--- config.mk ---
export PLATFORM = sky130hd
export DESIGN_NAME = sync_fifo_param_flat
export DESIGN_NICKNAME = d
export VERILOG_FILES = /design/src/rtl/sync_fifo_param_if.sv /design/src/rtl/sync_fifo_param.sv /design/src/flat_wrapper.sv
export SDC_FILE = /design/constraint.sdc
export NUM_CORES = 1
export LEC_CHECK = 0
export BUFFER_PORTS_ARGS = -buffer_cell sky130_fd_sc_hd__buf_2
export CAP_MARGIN = 25
export CORE_MARGIN = 2
export CORE_UTILIZATION = 53
export CTS_CLUSTER_SIZE = 25
export DETAILED_ROUTE_END_ITERATION = 8
export PLACE_DENSITY = 0.77
export SLEW_MARGIN = 40
export SYNTH_ARGS = -nofsm -noshare
export SYNTH_HDL_FRONTEND = slang
export SYNTH_SLANG_ARGS = --single-unit
--- constraint.sdc ---
create_clock -name clk -period 2.4 [get_ports clk]
set_input_delay 0.48 -clock clk [delete_from_list [all_inputs] [get_ports clk]]
set_output_delay 0.48 -clock clk [all_outputs]
set_load 0.02 [all_outputs]
--- src/rtl/sync_fifo_param_if.sv ---
// sync_fifo_param_if: FIFO bus; master drives clr/wr_en/buf_in/rd_en, slave (FIFO) drives buf_out/flags/fifo_cnt/error pulses
interface sync_fifo_param_if #(
  parameter int DATA_W = 8,
  parameter int DEPTH  = 8
);
  localparam int CNT_W = $clog2(DEPTH + 1);
  logic              clr;
  logic              wr_en;
  logic [DATA_W-1:0] buf_in;
  logic              rd_en;
  logic [DATA_W-1:0] buf_out;
  logic              full;
  logic              empty;
  logic              almost_full;
  logic              almost_empty;
  logic [CNT_W-1:0]  fifo_cnt;
  logic              overflow;
  logic              underflow;
  modport master (
    output clr, wr_en, buf_in, rd_en,
    input  buf_out, full, empty, almost_full, almost_empty, fifo_cnt, overflow, underflow
  );
  modport slave (
    input  clr, wr_en, buf_in, rd_en,
    output buf_out, full, empty, almost_full, almost_empty, fifo_cnt, overflow, underflow
  );
endinterface

--- src/rtl/sync_fifo_param.sv ---
// sync_fifo_param: parametrised single-clock FIFO (clk, async rst_n, bus slave: clr/wr_en/buf_in/rd_en in; buf_out, full/empty/almost flags, fifo_cnt, overflow/underflow out; optional FWFT read)
module sync_fifo_param #(
  parameter int DATA_W    = 8,
  parameter int DEPTH     = 8,
  parameter int AFULL_TH  = 6,
  parameter int AEMPTY_TH = 2,
  parameter int FWFT      = 0
) (
  input logic clk,
  input logic rst_n,
  sync_fifo_param_if.slave bus
);
  localparam int CNT_W = $clog2(DEPTH + 1);
  localparam int PTR_W = $clog2(DEPTH);
  logic [DATA_W-1:0] mem [DEPTH];
  logic [PTR_W-1:0]  wr_ptr, rd_ptr;
  logic [CNT_W-1:0]  cnt;
  logic [DATA_W-1:0] rd_q;
  logic              ovf, unf, wr_acc, rd_acc;
  function automatic logic [PTR_W-1:0] inc(input logic [PTR_W-1:0] p);
    return p == PTR_W'(DEPTH - 1) ? '0 : p + 1'b1;
  endfunction
  assign wr_acc           = bus.wr_en & ~bus.full;
  assign rd_acc           = bus.rd_en & ~bus.empty;
  assign bus.full         = cnt == CNT_W'(DEPTH);
  assign bus.empty        = cnt == '0;
  assign bus.almost_full  = cnt >= CNT_W'(AFULL_TH);
  assign bus.almost_empty = cnt <= CNT_W'(AEMPTY_TH);
  assign bus.fifo_cnt     = cnt;
  assign bus.overflow     = ovf;
  assign bus.underflow    = unf;
  assign bus.buf_out      = FWFT != 0 ? mem[rd_ptr] : rd_q;
  always_ff @(posedge clk or negedge rst_n)
    if (!rst_n) begin
      wr_ptr <= '0;
      rd_ptr <= '0;
      cnt    <= '0;
      rd_q   <= '0;
      ovf    <= 1'b0;
      unf    <= 1'b0;
    end else if (bus.clr) begin
      wr_ptr <= '0;
      rd_ptr <= '0;
      cnt    <= '0;
      ovf    <= 1'b0;
      unf    <= 1'b0;
    end else begin
      if (wr_acc) wr_ptr <= inc(wr_ptr);
      if (rd_acc) begin
        rd_ptr <= inc(rd_ptr);
        rd_q   <= mem[rd_ptr];
      end
      cnt <= cnt + CNT_W'(wr_acc) - CNT_W'(rd_acc);
      ovf <= bus.wr_en & bus.full;
      unf <= bus.rd_en & bus.empty;
    end
  always_ff @(posedge clk)
    if (rst_n && !bus.clr && wr_acc) mem[wr_ptr] <= bus.buf_in;
endmodule

--- src/flat_wrapper.sv ---
// flat-port wrapper written by rule: the top's interface ports become plain ports
module sync_fifo_param_flat 
#(
  parameter int DATA_W    = 8,
  parameter int DEPTH     = 8,
  parameter int AFULL_TH  = 6,
  parameter int AEMPTY_TH = 2,
  parameter int FWFT      = 0
)
  (clk, rst_n, bus_clr, bus_wr_en, bus_buf_in, bus_rd_en, bus_buf_out, bus_full, bus_empty, bus_almost_full, bus_almost_empty, bus_fifo_cnt, bus_overflow, bus_underflow);
  sync_fifo_param_if #(.DATA_W(DATA_W), .DEPTH(DEPTH)) bus_i ();
  input logic clk;
  input logic rst_n;
  input wire logic [$bits(bus_i.clr)-1:0] bus_clr;
  input wire logic [$bits(bus_i.wr_en)-1:0] bus_wr_en;
  input wire logic [$bits(bus_i.buf_in)-1:0] bus_buf_in;
  input wire logic [$bits(bus_i.rd_en)-1:0] bus_rd_en;
  output wire logic [$bits(bus_i.buf_out)-1:0] bus_buf_out;
  output wire logic [$bits(bus_i.full)-1:0] bus_full;
  output wire logic [$bits(bus_i.empty)-1:0] bus_empty;
  output wire logic [$bits(bus_i.almost_full)-1:0] bus_almost_full;
  output wire logic [$bits(bus_i.almost_empty)-1:0] bus_almost_empty;
  output wire logic [$bits(bus_i.fifo_cnt)-1:0] bus_fifo_cnt;
  output wire logic [$bits(bus_i.overflow)-1:0] bus_overflow;
  output wire logic [$bits(bus_i.underflow)-1:0] bus_underflow;
  assign bus_i.clr = bus_clr;
  assign bus_i.wr_en = bus_wr_en;
  assign bus_i.buf_in = bus_buf_in;
  assign bus_i.rd_en = bus_rd_en;
  assign bus_buf_out = bus_i.buf_out;
  assign bus_full = bus_i.full;
  assign bus_empty = bus_i.empty;
  assign bus_almost_full = bus_i.almost_full;
  assign bus_almost_empty = bus_i.almost_empty;
  assign bus_fifo_cnt = bus_i.fifo_cnt;
  assign bus_overflow = bus_i.overflow;
  assign bus_underflow = bus_i.underflow;
  sync_fifo_param #(.DATA_W(DATA_W), .DEPTH(DEPTH), .AFULL_TH(AFULL_TH), .AEMPTY_TH(AEMPTY_TH), .FWFT(FWFT)) u_core (.clk(clk), .rst_n(rst_n), .bus(bus_i));
endmodule
# Word level (Yosys, flattened, before mapping)
# Memories as Yosys holds them, arrays and structs flattened. A register that Yosys moved wholly into a read port is not among the register bits.
# Cells that the tools add are included.
dict set report word_totals {
  register_bits 12
  ram_bits 64
  output_inout_bits 18
  word_cells 41
  memories 1
}
dict set report classes {
  n_addsub 4
  magnitude_cmp 2
  n_eq_ne 3
  mux 11
  bitwise_logic 7
  reduce_logical 8
}
# memory words word_bits read_ports rd_clocked_by_memory_dff write_ports line_no
set mem_list {}
lappend mem_list {u_core.mem 8 8 1 1 1 sync_fifo_param.sv:15} ;# logic [DATA_W-1:0] mem [DEPTH];
# op count
set op_table {}
lappend op_table {{3-bit 2-to-1 mux} 6}
lappend op_table {{3-bit by 1-bit adder with 3-bit output, second input constant} 2}
lappend op_table {{3-bit == test, second input constant} 2}
lappend op_table {{4-bit by 1-bit adder with 4-bit output} 1}
lappend op_table {{1-bit AND} 4}
lappend op_table {{4-bit == test, second input constant} 1}
lappend op_table {{4-bit by 3-bit >= comparator with 1-bit output, second input constant} 1}
lappend op_table {{4-bit by 2-bit less-or-equal comparator with 1-bit output, second input constant} 1}
lappend op_table {{4-bit logical NOT} 1}
lappend op_table {{1-bit 2-to-1 mux} 4}
lappend op_table {{4-bit 2-to-1 mux} 1}
lappend op_table {{2-bit nonzero test} 2}
lappend op_table {{4-bit by 1-bit subtractor with 4-bit output} 1}
lappend op_table {{1-bit NOT} 3}
lappend op_table {{1-bit logical AND} 2}
lappend op_table {{1-bit logical NOT} 2}
lappend op_table {{2-bit AND reduction} 1}

# Depth between registers and ports, before layout
# Gate-level depths: netlist (run 1).
dict set report logic_depth {
  ltp_word 6
  depth_mapped 11
  ltp_nobuf 10
}

# Worst setup path before layout (run 1)
# Ideal clock, no wire load.
dict set report synth_timing {
  path_type {register to register}
  from {register u_core.cnt[2], in the netlist u_core.bus.fifo_cnt[2]}
  to {register u_core.cnt[2], in the netlist u_core.bus.fifo_cnt[2]}
  setup_time_ns 0.132
  arrival_ns 2.277
  required_ns 2.268
  setup_slack_ns -0.009
  path_stages_with_launch 11
  n_path_buf 1
  period_less_slack_ns 2.409
  cell_sequence {dfrtp_1 -> inv_1 -> ha_1 -> or3b_1 -> buf_4 -> nand3_1 -> o21ai_0 -> ha_1 -> fa_1 -> xnor2_1 -> nor2_1}
}
dict set report synth_via {
  elab_chain_cells 6
}
# item line_no
set synth_rtl {}
lappend synth_rtl {{start, declared} sync_fifo_param.sv:17} ;# logic [CNT_W-1:0] cnt;
lappend synth_rtl {{start signal, assigned} sync_fifo_param.sv:53} ;# cnt <= cnt + CNT_W'(wr_acc) - CNT_W'(rd_acc);
lappend synth_rtl {{4-bit == test} sync_fifo_param.sv:25} ;# assign bus.full = cnt == CNT_W'(DEPTH);
lappend synth_rtl {{1-bit NOT} sync_fifo_param.sv:23} ;# assign wr_acc = bus.wr_en & ~bus.full;
lappend synth_rtl {{1-bit AND} sync_fifo_param.sv:23}
lappend synth_rtl {{4-bit by 1-bit adder with 4-bit output} sync_fifo_param.sv:53}
lappend synth_rtl {{4-bit by 1-bit subtractor with 4-bit output *} sync_fifo_param.sv:53}
lappend synth_rtl {{4-bit 2-to-1 mux *} sync_fifo_param.sv:41} ;# end else if (bus.clr) begin
# Mark *: on every way between the ends. The rest lies on a longest branch, timed or not.
# A chain may end at the register's enable or synchronous reset.

# Final worst setup path (run 1)
dict set report layout_timing {
  from {register u_core.cnt[2], in the netlist u_core.bus.fifo_cnt[2]}
  to {output port bus_empty}
}
dict set report layout_via {
  elab_chain_cells 1
}
# item line_no
set layout_rtl {}
lappend layout_rtl {{4-bit logical NOT} sync_fifo_param.sv:26} ;# assign bus.empty = cnt == '0;
lappend layout_rtl {{end, declared} flat_wrapper.sv:20} ;# output wire logic [$bits(bus_i.empty)-1:0] bus_empty;
# No other way between the ends.

==> results of run 1 <==
[worst reg2reg max path: cells and delay by family, from the launching register on]
family / cells / cell delay [ns]
DFF: 1 / 0.42
adders and majority gates: 1 / 0.17
and+or+nand+nor: 4 / 1.23
buffers and inverters: 1 / 0.15
[layout make-up]
cell class	count	area (um2)
multi-input cells	143	1060
clock inverters	7	97.6
well taps	77	96.3
fillers	467	2360
inverters	7	33.8
flip-flops and latches	84	2420
repair buffers	40	228
clock buffers	9	124
[synth_stat cells]
| master | n |
|---|---|
| a21o_1 | 1 |
| a21oi_1 | 7 |
| a221o_1 | 1 |
| a22oi_1 | 16 |
| and2_1 | 1 |
| and4b_4 | 1 |
| buf_1 | 3 |
| buf_4 | 4 |
| buf_6 | 2 |
| clkbuf_1 | 2 |
| dfrtp_1 | 20 |
| edfxtp_1 | 64 |
| fa_1 | 1 |
| ha_1 | 12 |
| inv_1 | 6 |
| inv_4 | 1 |
| mux2i_1 | 32 |
| nand2_1 | 17 |
| nand2_2 | 3 |
| nand2b_1 | 3 |
| nand2b_2 | 1 |
| nand3_1 | 11 |
| nand4b_1 | 2 |
| nor2_1 | 10 |
| nor2_2 | 1 |
| nor2b_1 | 4 |
| nor3_1 | 2 |
| nor3b_1 | 1 |
| o21ai_0 | 10 |
| or3_1 | 2 |
| or3b_1 | 2 |
| xnor2_1 | 2 |
[what timing repair did]
action / CTS / global route
resized for setup: 2 / 6
cloned: 0 / 0
setup endpoints to repair: 1 / 4
buffers inserted: 0 / 1
[worst min-delay path by stage]
stage / endpoint / slack [ns] / cells past startpoint
3_5_place_dp: u_core.wr_ptr[2] / 0.49 / 2
4_1_cts: u_core.bus.overflow / 0.10 / 2
6_report: u_core.bus.buf_out[5] / 0.11 / 2
3_3_place_gp: u_core.wr_ptr[2] / 0.49 / 2
2_1_floorplan: u_core.bus.buf_out[0] / 0.18 / 0
5_1_grt: u_core.bus.fifo_cnt[2] / 0.13 / 2
[metrics by stage]
| stage | power [uW] | hold WS (ns) |
|---|---|---|
| after floorplan | 2610 | 0.184 |
| after CTS | 4030 | 0.104 |
| after global routing | 4250 | 0.128 |
| final | 4050 | 0.110 |
| after global placement | 2890 | 0.488 |
| after detailed placement | 2930 | 0.488 |
[logic make-up (layout without fill, tap and decap cells)]
kind of cell    count (synthesis)  in the layout  share of synthesized area (%)
flops                          84             84                           67.8
simple gates                   61             61                           8.93
compound gates                 35             35                           6.23
mux                            32             32                           8.97
buf+inv                        18             63                           2.80
fa+ha+maj                      13             13                           4.76
xor+xnor                        2              2                          0.490
[per-layer routing]
| layer | vias to the layer above | track usage, % | routed length (um) |
|---|---|---|---|
| li1 | 990 | - | - |
| met1 | 987 | 23.8 | 2660 |
| met2 | 54 | 30.4 | 3330 |
| met3 | 6 | 5.77 | 393 |
| met4 | 0 | 7.94 | 78 |
| met5 | - | 0 | 0 |
[state kept, by name, indices dropped and copies added (netlist names)]
register	cells
u_core.bus.buf_out	8
u_core.bus.fifo_cnt	4
u_core.bus.underflow	1
u_core.rd_ptr	3
u_core.wr_ptr	3
u_core.mem	64
u_core.bus.overflow	1
[power breakdown]
group          internal (uW)  switching [uW]  leakage, uW
Clock                    594             518     0.000108
Combinational            469             694     0.000606
Sequential              1690            82.7     0.000836
==> flow_metrics.env, run 1 <==
export IMPL_core_area_mm2=0.00642
export IMPL_crit_chain="inv_4 -> ha_1 -> or3b_4 -> buf_4 -> inv_6 -> buf_4"
export IMPL_maxSlewViolCount=0
export IMPL_fmax_mhz=428
export IMPL_diodes=0
export IMPL_worstPathArrival_ns=1.85
export IMPL_numCtsBuffers=9
export IMPL_drive_gt1_share_pct=23.8
export IMPL_ys_warn_count=0
export IMPL_cp_endpoint="bus_empty"
export IMPL_fin_ws_ns=0.0657
export IMPL_clk_pin_slew_ns=0.09
export IMPL_outcome="complete, no violations"
export IMPL_final_common_cell="edfxtp_1"
export IMPL_avgViaCountPerCell=5.55
export IMPL_endpoint_kind="primary output"
export IMPL_numPortBuffers=30
export IMPL_crit_slowest_cell="dfrtp_2"
export IMPL_cp_required_ns=1.92
export IMPL_row_count=29
export IMPL_place_area_mm2=0.00382
export IMPL_syn2layout_area_growth_pct=13.8
export IMPL_p_leak_uw=0.00155
export IMPL_avgSynthCellArea_um2=14.6
export IMPL_stdcell_count=367
export IMPL_peakVddDrop_v=0.000539
export IMPL_grt_max_degree=35
export IMPL_htree_levels=3
export IMPL_hold_viol_final=0
export IMPL_place_ws_ns=0.0273
export IMPL_synth_top_cell_area_share_pct=53.8
export IMPL_tritoncts="done"
export IMPL_netlist_area_mm2=0.00357
export IMPL_die_height_um=86.1
export IMPL_drt_initial_drc_count=209
export IMPL_mostFrequentLayoutCells="edfxtp_1 (64), mux2i_1 (32), buf_2 (29)"
export IMPL_grt_pass1_vias=2035
export IMPL_finalNetCount=311
export IMPL_dieArea_mm2=0.00741
export IMPL_ff2ff_path_depth=6
export IMPL_r2r_setup_slack_ns=0.07
export IMPL_grt_use_total_pct=18.9
export IMPL_setup_tns_ns=0
export IMPL_synth_cell_types=32
export IMPL_r2r_start="u_core.bus.fifo_cnt[3]"
export IMPL_hold_buffers=0
export IMPL_reg2reg_to="u_core.mem[6][0]"
export IMPL_cp_max_fo=10
export IMPL_synth_top_cells_by_area="edfxtp_1 (54%), dfrtp_1 (14%), mux2i_1 (9.0%)"
export IMPL_relSlewSlack_pct=45.1
export IMPL_fp_dieW_um=86.1
export IMPL_finalInstanceArea_mm2=0.00407
export IMPL_cp_depth=6
export IMPL_vias=2037
export IMPL_skew_ns=0.00747
export IMPL_max_cap_violations=0
export IMPL_start_util_pct=55.6
export IMPL_gp_congestion=0.762
export IMPL_io_pin_count=31
export IMPL_syn_inst=245
export IMPL_critPathMostFrequentCell="buf_4"
export IMPL_finalWirelength_um=6460
export IMPL_drc=0
export IMPL_seq_area_frac_synth_pct=67.8
export IMPL_hold_class="in -> async"
export IMPL_finalSetupViolations=0
export IMPL_dpl_cell_count=350
export IMPL_tightest_slew_ns=0.820
export IMPL_grt_pass1_wl_um=10100
export IMPL_cp_top_family="buffers and inverters"
export IMPL_wl_per_cell_um=17.6
export IMPL_synth_top_area_cell="edfxtp_1"
export IMPL_final_period_utilization_pct=97.3
export IMPL_dp_hpwl_um=4210
export IMPL_clock_sinks=84
export IMPL_setup_worst_path_start_class="register"
export IMPL_fin_crit_ns=2.33
export IMPL_antenna_left=0
export IMPL_cts_root_buf="clkbuf_8"
export IMPL_post_route_util_pct=63.3
export IMPL_syn_nets=271
export IMPL_crit_path_start="u_core.bus.fifo_cnt[2]"
export IMPL_cp_slowest_stage_delay_ns=0.45
export IMPL_clockBufferDepth=2
export IMPL_clk_latency_ns=0.35
export IMPL_power_density_mw_per_mm2=995
export IMPL_antenna_found_initial=0
export IMPL_firstDrtPassIters=5
export IMPL_crit_buf_inv=4
export IMPL_ys_seq_elements=84
export IMPL_overflow=0
export IMPL_rsz0062_at_grt="no"
export IMPL_crit_type="reg -> out"
Note: power is estimated with default switching activity, not from simulation.
==> run 2, diff against run 1 <==
--- a/config.mk
+++ b/config.mk
@@ -8,10 +8,10 @@
 export BUFFER_PORTS_ARGS = -buffer_cell sky130_fd_sc_hd__buf_2
 export CAP_MARGIN = 25
 export CORE_MARGIN = 2
-export CORE_UTILIZATION = 53
+export CORE_UTILIZATION = 55
 export CTS_CLUSTER_SIZE = 25
 export DETAILED_ROUTE_END_ITERATION = 8
-export PLACE_DENSITY = 0.77
+export PLACE_DENSITY = 0.76
 export SLEW_MARGIN = 40
 export SYNTH_ARGS = -nofsm -noshare
 export SYNTH_HDL_FRONTEND = slang
==> constraint.sdc (replaced) <==
create_clock -name clk -period 2.41 [get_ports clk]
set_input_delay 0.482 -clock clk [delete_from_list [all_inputs] [get_ports clk]]
set_output_delay 0.482 -clock clk [all_outputs]
set_load 0.02 [all_outputs]
==> run 2 against run 1 <==
Via count increased by 1.7%. Combinational power about the same. Wire length increased by 4.0%. Critical path depth unchanged. Sequential share of layout area increased by 0.56 points. Count of clock-buffer cells in the layout unchanged. Sequential power about the same. Register-to-register slack improved by 0.05 ns. Core utilization increased by 0.46 points. Cell area decreased by 0.98%. Hold slack got worse by 0.0034 ns. Global-route usage increased by 1.6 points. Highest routed layer unchanged.
==> flow_metrics.env, run 2 (synthesis gave the netlist of run 1 again) <==
export IMPL_grt_pass1_wl_um=11000
export IMPL_hold_class="in -> async"
export IMPL_diodes=0
export IMPL_clockBufferDepth=2
export IMPL_dpl_cell_count=349
export IMPL_grt_use_total_pct=20.5
export IMPL_place_ws_ns=0.0514
export IMPL_skew_ns=0.00762
export IMPL_drt_initial_drc_count=233
export IMPL_grt_pass1_vias=2099
export IMPL_clock_sinks=84
export IMPL_mostFrequentLayoutCells="edfxtp_1 (64), mux2i_1 (32), buf_2 (29)"
export IMPL_cp_top_family="buffers and inverters"
export IMPL_start_util_pct=56.6
export IMPL_io_pin_count=31
export IMPL_finalWirelength_um=6720
export IMPL_avgViaCountPerCell=5.66
export IMPL_critPathMostFrequentCell="buf_4"
export IMPL_max_cap_violations=0
export IMPL_gp_congestion=0.788
export IMPL_worstPathArrival_ns=1.86
export IMPL_peakVddDrop_v=0.000674
export IMPL_cts_root_buf="clkbuf_8"
export IMPL_crit_chain="inv_2 -> ha_2 -> or3b_4 -> buf_4 -> inv_8 -> buf_4"
export IMPL_drive_gt1_share_pct=24.2
export IMPL_crit_buf_inv=4
export IMPL_clk_latency_ns=0.36
export IMPL_final_common_cell="edfxtp_1"
export IMPL_dp_hpwl_um=4350
export IMPL_overflow=0
export IMPL_antenna_left=0
export IMPL_hold_viol_final=0
export IMPL_clk_pin_slew_ns=0.09
export IMPL_cp_slowest_stage_delay_ns=0.43
export IMPL_setup_tns_ns=0
export IMPL_tritoncts="done"
export IMPL_drc=0
export IMPL_power_density_mw_per_mm2=958
export IMPL_endpoint_kind="primary output"
export IMPL_syn2layout_area_growth_pct=12.7
export IMPL_final_period_utilization_pct=97.0
export IMPL_core_area_mm2=0.00631
export IMPL_finalSetupViolations=0
export IMPL_outcome="complete, no violations"
export IMPL_maxSlewViolCount=0
export IMPL_top_register="u_core.mem"
export IMPL_relSlewSlack_pct=44.3
export IMPL_fin_crit_ns=2.34
export IMPL_wl_per_cell_um=18.4
export IMPL_fp_dieW_um=84.6
export IMPL_cp_max_fo=10
export IMPL_dieArea_mm2=0.00716
export IMPL_fin_ws_ns=0.0711
export IMPL_vias=2071
export IMPL_hold_buffers=0
export IMPL_firstDrtPassIters=4
export IMPL_setup_worst_path_start_class="register"
export IMPL_crit_slowest_cell="dfrtp_1"
export IMPL_die_height_um=84.6
export IMPL_grt_max_degree=35
export IMPL_row_count=29
export IMPL_stdcell_count=366
export IMPL_htree_levels=3
export IMPL_numPortBuffers=30
export IMPL_p_leak_uw=0.00153
export IMPL_cp_required_ns=1.93
export IMPL_tightest_slew_ns=0.833
export IMPL_fmax_mhz=428
export IMPL_largest_reg_flops=64
export IMPL_numCtsBuffers=9
export IMPL_finalNetCount=310
export IMPL_crit_type="reg -> out"
export IMPL_antenna_found_initial=0
## run 2: cell types whose count changed in the layout (fill, tap and decap cells not counted), moves of 2 or more
| cell | before | now |
|---|---|---|
| inv_8 | 0 | 3 |
| inv_6 | 4 | 0 |
| clkinv_4 | 0 | 3 |
| bufinv_16 | 2 | 0 |
## run 2: per-stage QoR
| step | total power (uW) | instance area [um2] | util, % | hold slack, ns |
|---|---|---|---|---|
| floorplan | 2590 | 3570 | - | 0.186 |
| global placement | 2870 | 3810 | 60.3 | 0.483 |
| CTS | 3820 | 3990 | 63.2 | 0.112 |
| global route | 4080 | 4030 | 63.8 | 0.106 |
| finish | 3860 | 4030 | 63.8 | 0.106 |
| detailed placement | 2900 | 3810 | 60.3 | 0.488 |
## run 2: final timing paths
check                                  startpoint                     to  slack (ns)  cells after the start
max in group asynchronous                   rst_n  u_core.bus.buf_out[1]        2.07                      2
max reg2reg                u_core.bus.fifo_cnt[2]       u_core.mem[2][7]        0.12                      6
min reg2reg                 u_core.bus.buf_out[4]  u_core.bus.buf_out[4]        0.50                      2
min in group clk                    bus_buf_in[3]       u_core.mem[0][3]        0.39                      1
max                        u_core.bus.fifo_cnt[3]              bus_empty        0.07                      6
min                                         rst_n  u_core.bus.buf_out[3]        0.11                      2
## run 2: worst register-to-register path: stages, from the launching register on
cell and delay (ns):
dfrtp_1 0.39, inv_2 0.07, ha_1 0.20, or3b_4 0.26, and4b_4 0.26, nand2b_2 0.09, nor2_1 0.65
## run 2: layer usage
layer / global-route usage (%) / vias up / routed length [um] / share of wire (%)
li1: - / 989 / - / -
met1: 28.8 / 1030 / 3040 / 45
met2: 31.9 / 43 / 3310 / 49
met3: 4.52 / 9 / 289 / 4.3
met4: 7.36 / 0 / 72 / 1.1
met5: 0 / - / 0 / 0
## run 2: cell type report
class	instances	area, um2
Tap cell	77	96.3
Inverter	7	33.8
Multi-Input combinational cell	143	1070
Timing Repair Buffer	39	220
Clock inverter	7	61.3
Clock buffer	9	124
Sequential cell	84	2420
Fill cell	482	2290
## run 2: repair_timing
action                                  CTS  global route
resized for setup                         1            10
endpoints found under the setup margin    1            51
hold endpoints to repair                  0             0
setup buffers                             0             1
pin swaps                                 0             0
## run 2: where the power goes
part	total, uW	switching, uW	internal, uW	leakage, uW
sequential	1760	83.4	1680	0.000837
combinational	1160	692	471	0.000601
clock	931	540	391	0.0000932
